### src/rtl/arm_exec_pipe.sv
// ARM execute pipeline: STAGES-deep micro-op pipe, ALU/multiplier in the final stage, in-order flags.
// Define ARM_EXEC_LONG_MULT_EN to build the 2*DATA_W UMULL/SMULL path with its two-cycle writeback.
module arm_exec_pipe #(
  parameter int DATA_W = 32,
  parameter int STAGES = 2,
  parameter int RA_W   = 4
) (
  input  logic              clk1,
  input  logic              reset,
  input  logic              in_valid,
  output logic              in_ready,
  input  logic [3:0]        in_mode,
  input  logic [3:0]        in_opcode,
  input  logic              in_s,
  input  logic [DATA_W-1:0] in_op_a,
  input  logic [DATA_W-1:0] in_op_b,
  input  logic [DATA_W-1:0] in_op_c,
  input  logic              in_shc,
  input  logic [RA_W-1:0]   in_rd,
  input  logic [RA_W-1:0]   in_rd2,
  input  logic              flush,
  output logic              wb_valid,
  output logic [RA_W-1:0]   wb_addr,
  output logic [DATA_W-1:0] wb_data,
  output logic [3:0]        flags,
  output logic              flags_we
);

  typedef struct packed {
    logic [3:0]        mode;
    logic [3:0]        opcode;
    logic              s;
    logic [DATA_W-1:0] a;
    logic [DATA_W-1:0] b;
    logic [DATA_W-1:0] c;
    logic              shc;
    logic [RA_W-1:0]   rd;
    logic [RA_W-1:0]   rd2;
  } uop_t;

  uop_t              stage_reg [STAGES];
  logic [STAGES-1:0] valid_reg;
  logic              lo_pending_reg;
  logic [RA_W-1:0]   lo_addr_reg;
  logic [DATA_W-1:0] lo_data_reg;
  logic [3:0]        flags_reg;

  uop_t              in_uop;
  uop_t              fin;
  logic              kill, advance, accept, fin_live;
  logic [DATA_W-1:0] res, x, y, mul_lo, lo_word;
  logic [DATA_W:0]   sum;
  logic              cin, arith, do_wb, upd, long_op;
  logic [3:0]        nf;

  assign in_uop   = {in_mode, in_opcode, in_s, in_op_a, in_op_b, in_op_c, in_shc, in_rd, in_rd2};
  assign kill     = reset || flush;
  // The low-word cycle of a long multiply freezes every stage.
  assign advance  = !lo_pending_reg;
  assign accept   = in_valid && !lo_pending_reg;
  assign in_ready = reset || !lo_pending_reg;
  assign fin      = stage_reg[STAGES-1];
  assign fin_live = valid_reg[STAGES-1] && !lo_pending_reg;

  always_ff @(posedge clk1) begin
    if (advance) begin
      stage_reg[0] <= in_uop;
      for (int k = 1; k < STAGES; k++) stage_reg[k] <= stage_reg[k-1];
    end
  end

  always_ff @(posedge clk1) begin
    if (kill) begin
      valid_reg <= '0;
    end else if (advance) begin
      valid_reg[0] <= accept;
      for (int k = 1; k < STAGES; k++) valid_reg[k] <= valid_reg[k-1];
    end
  end

`ifdef ARM_EXEC_LONG_MULT_EN
  logic [2*DATA_W-1:0] prod_u, prod_s, prod_l;
  assign prod_u = {{DATA_W{1'b0}}, fin.a} * {{DATA_W{1'b0}}, fin.b};
  // Sign-extended operands give the signed product in the low 2*DATA_W bits.
  assign prod_s = {{DATA_W{fin.a[DATA_W-1]}}, fin.a} * {{DATA_W{fin.b[DATA_W-1]}}, fin.b};
  assign prod_l = (fin.mode == 4'd4) ? prod_s : prod_u;
  assign mul_lo = prod_u[DATA_W-1:0];
`else
  assign mul_lo = fin.a * fin.b;
`endif

  always_comb begin
    res     = '0;
    do_wb   = 1'b1;
    upd     = 1'b0;
    nf      = flags_reg;
    x       = fin.a;
    y       = fin.b;
    cin     = 1'b0;
    arith   = 1'b0;
    sum     = '0;
    long_op = 1'b0;
    lo_word = '0;
    case (fin.mode)
      4'd0: begin
        upd = fin.s;
        case (fin.opcode)
          4'h0, 4'h8: res = fin.a & fin.b;
          4'h1, 4'h9: res = fin.a ^ fin.b;
          4'h2, 4'hA: begin arith = 1'b1; y = ~fin.b; cin = 1'b1; end
          4'h3:       begin arith = 1'b1; x = ~fin.a; cin = 1'b1; end
          4'h4, 4'hB: arith = 1'b1;
          4'h5:       begin arith = 1'b1; cin = flags_reg[1]; end
          4'h6:       begin arith = 1'b1; y = ~fin.b; cin = flags_reg[1]; end
          4'h7:       begin arith = 1'b1; x = ~fin.a; cin = flags_reg[1]; end
          4'hC:       res = fin.a | fin.b;
          4'hD:       res = fin.b;
          4'hE:       res = fin.a & ~fin.b;
          default:    res = ~fin.b;
        endcase
        // TST/TEQ/CMP/CMN: flags only, no register write.
        if (fin.opcode[3:2] == 2'b10) begin
          upd   = 1'b1;
          do_wb = 1'b0;
        end
        sum = {1'b0, x} + {1'b0, y} + {{DATA_W{1'b0}}, cin};
        if (arith) res = sum[DATA_W-1:0];
        nf = {res[DATA_W-1], res == '0,
              arith ? sum[DATA_W] : fin.shc,
              arith ? ((x[DATA_W-1] == y[DATA_W-1]) && (res[DATA_W-1] != x[DATA_W-1])) : flags_reg[0]};
      end
      4'd1, 4'd2: begin
        upd = fin.s;
        res = (fin.mode == 4'd2) ? mul_lo + fin.c : mul_lo;
        nf  = {res[DATA_W-1], res == '0, flags_reg[1:0]};
      end
      4'd3, 4'd4: begin
        upd = fin.s;
`ifdef ARM_EXEC_LONG_MULT_EN
        long_op = 1'b1;
        res     = prod_l[2*DATA_W-1:DATA_W];
        lo_word = prod_l[DATA_W-1:0];
        nf      = {prod_l[2*DATA_W-1], prod_l == '0, flags_reg[1:0]};
`else
        res = mul_lo;
        nf  = {res[DATA_W-1], res == '0, flags_reg[1:0]};
`endif
      end
      default: begin
        upd = fin.s;
        res = fin.b;
        nf  = {res[DATA_W-1], res == '0, flags_reg[1:0]};
      end
    endcase
  end

  assign wb_valid = !kill && (lo_pending_reg || (fin_live && do_wb));
  assign wb_addr  = !wb_valid ? '0 : (lo_pending_reg ? lo_addr_reg : fin.rd);
  assign wb_data  = !wb_valid ? '0 : (lo_pending_reg ? lo_data_reg : res);
  assign flags_we = !kill && fin_live && upd;
  assign flags    = flags_reg;

  always_ff @(posedge clk1) begin
    if (reset)         flags_reg <= 4'b0000;
    else if (flags_we) flags_reg <= nf;
  end

  always_ff @(posedge clk1) begin
    if (kill || lo_pending_reg) begin
      lo_pending_reg <= 1'b0;
    end else if (fin_live && long_op) begin
      lo_pending_reg <= 1'b1;
      lo_addr_reg    <= fin.rd2;
      lo_data_reg    <= lo_word;
    end
  end

endmodule

### config.mk
export PLATFORM = sky130hd
export DESIGN_NAME = arm_exec_pipe
export DESIGN_NICKNAME = d
export VERILOG_FILES = /design/src/rtl/arm_exec_pipe.sv
export SDC_FILE = /design/constraint.sdc
export NUM_CORES = 2
export LEC_CHECK = 0
export CORE_MARGIN = 3
export CORE_UTILIZATION = 60
export DETAILED_ROUTE_END_ITERATION = 10
export PLACE_DENSITY = 0.81
export SYNTH_ARGS = -nofsm -noshare
export SYNTH_HDL_FRONTEND = slang
export SYNTH_SLANG_ARGS = --single-unit
### constraint.sdc
create_clock -name clk1 -period 24.5 [get_ports clk1]
set_input_delay 7.35 -clock clk1 [delete_from_list [all_inputs] [get_ports clk1]]
set_output_delay 7.35 -clock clk1 [all_outputs]
set_load 0.01 [all_outputs]
==> results.cfg <==
[timing]
skew_ns = 0.0404
max_slew.worst_pin.slew_ns = 1.08
rsz0062_at_grt = false
maxSlewViolCount = 0
hold_viol = 0
slew-limit-headroom_pct = 27.3
period_needed_ns = 19.03
fin_tns_setup_ns = 0
fmax_ghz = 0.0526
setup_viol = 0
post-route-period-util_pct = 77.7

[grt]
track_usage_pct = 41.2
grt_pass1_wl_um = 154000
antenna_found_initial = 0
grt_overflow_total = 0
grt_pass1_vias = 25600
grt_start_max_net_pins = 59

[die]
die_y_um = 222
start_util_pct = 61.1
fp.dieW_um = 222
die_area_mm2 = 0.0491
io_pins = 161
row_count = 78
core_mm2 = 0.0457

[setup_path]
cp_data_required_time_ns = 17.15
critPathBufInv = 10
r2r_end = flags[2]$_SDFFE_PP0P_
r2r_start = stage_reg[0][188]$_DFF_P_
cp_top_family = adder cells
slowest_stage = a311oi_2
critical_path_class = reg2out
crit_path_end_kind = output pin
critPathArrivalTime_ns = 11.68
cp_slowest_stage_delay_ns = 0.86
startpoint = stage_reg[0][188]$_DFF_P_
critPathMaxFanout = 17
cp-start-kind = register
r2r_cells = 36
rrSetupSlack_ns = 12.83

[cells_and_area]
fillers = 3624
area_growth_pct = 10.4
largest_reg_flops = 220
layout-drive-gt1-share_pct = 4.71
nets = 4078

[synth]
ys_types = 97
synth_fp_nets = 4004
ys.flop_type = dfxtp_1
yosys_register_bits = 226
yosysTopAreaCell = fa_1
async_reset_ff_share_pct = 0
synthTopCellsByArea = fa_1 29%, dfxtp_1 16%, ha_1 10%
ys_seq_area_share_pct = 16.2
postSynthCellCount = 3242
synth_top_area_share_pct = 29.5
avgSynthCellArea_um2 = 8.60
yosys_warnings = 0
syn_area_mm2 = 0.0279
yosysMostFrequentCell = fa_1
synth_edf_count = 0
synthTopCellsByCount = 411 x fa_1, 404 x inv_1, 386 x nand2_1

[clock_tree]
clkTransAtPathRegs_ns = 0.06
cts_made_buffers = 23
htree_levels = 1
cts_tree = done
cts.sinks = 226
hold_buffers = 0
clockRootBuffer = clkbuf_16
post_cts_buffers = 0
clk_latency_ns = 0.58
clockBufferDepth = 3
post_cts_resized = 0

[routing]
ant_nets = 0
drt_iter0_markers = 3094
vias = 25000
wl_per_cell_um = 26.1
drt-total-wl_um = 103000
drc = 0
vias_per_cell = 6.36
first_pass_iters = 6

[flow_run]
timing.max_cap.violations = 0

[placement]
place_congestion = 1.04
io_buffers = 155
hpwl_um = 77200

[status]
status = complete, no violations

[min_path]
hold_depth = 0
hp-start = stage_reg[0][8]$_DFF_P_
hp-class = reg2reg
hold_end = stage_reg[0][122]$_DFF_P_
## cells in the final DEF, fill, tap and decap left out, drive strengths merged, types with 7 or more instances in the layout
cell	count
or2	7
fa	411
o31ai	12
a31oi	18
xor2	34
nand2b	12
a22oi	21
xnor2	160
buf	68
nor2	339
nor4	26
nand3	29
and3	18
or3	12
nand4	8
clkbuf	30
clkdlybuf4s50	155
o21a	28
mux2i	7
clkinv	35
nor2b	9
ha	233
o21bai	9
a221oi	17
dfxtp	226
o21ai	159
a211oi	30
and2	13
inv	414
o211ai	21
or4	8
a211o	10
nor3	29
a21o	30
a222oi	13
nand2	386
a21oi	187
## layer usage
layer	vias up	track usage [%]	wire length, um
li1	10700	-	-
met5	-	0	0
met3	440	11.9	13500
met4	0	23.3	7650
met1	12200	53.5	37500
met2	1700	62.2	43900
## stage by stage
stage	setup WS [ns]	instance area (um2)	hold WS (ns)	instances	utilization (%)
3_5_place_dp	6.34	30000	0.312	3891	65.7
4_1_cts	5.67	30800	0.326	3932	67.4
2_1_floorplan	8.19	27900	0.310	3242	-
5_1_grt	5.09	30800	0.327	3932	67.4
3_3_place_gp	6.38	30000	0.310	3891	65.7
6_report	5.47	30800	0.324	3935	67.4
## worst max path at each step
stage                        endpoint  slack, ns  depth (start not counted)
after floorplan           wb_data[31]       8.19                         33
after global placement    wb_data[30]       6.38                         36
after detailed placement  wb_data[30]       6.34                         36
after CTS                 wb_data[30]       5.67                         36
after global routing      wb_data[30]       5.09                         36
final                     wb_data[30]       5.47                         36
## cell type report
class                      count  area (um2)  share of cell area (%)
inverter                     441        1660                    5.38
antenna                        3        7.51                  0.0244
multi-input combinational   2401       21000                    68.3
timing repair buffer         223        2060                    6.70
sequential                   226        4530                    14.7
clock inverter                11         138                   0.447
tap                          600         751                    2.44
clock buffer                  30         622                    2.02
## cells by family after synthesis
kind of cell | synth area share [%]
mux | 0.453
fa+ha+maj | 39.9
xor+xnor | 6.09
buf+inv | 8.49
other cells | 0.0134
simple gates | 14.4
flops | 16.2
compound gates | 14.4
## worst reg2reg max path: cells and delay by family (launching register included)
kind,cells,cell delay [ns]
XOR/XNOR,1,0.15
buffers and inverters,8,1.72
AO/OA/AOI/OAI,8,2.62
multiplexers,1,0.32
flip-flops,1,0.30
adder cells (fa/ha/maj),10,4.26
AND/OR/NAND/NOR,8,2.18
Power is left out: the tool's default activity adds up to more than one toggle a clock period on the data nets, which glitch-free logic cannot reach.
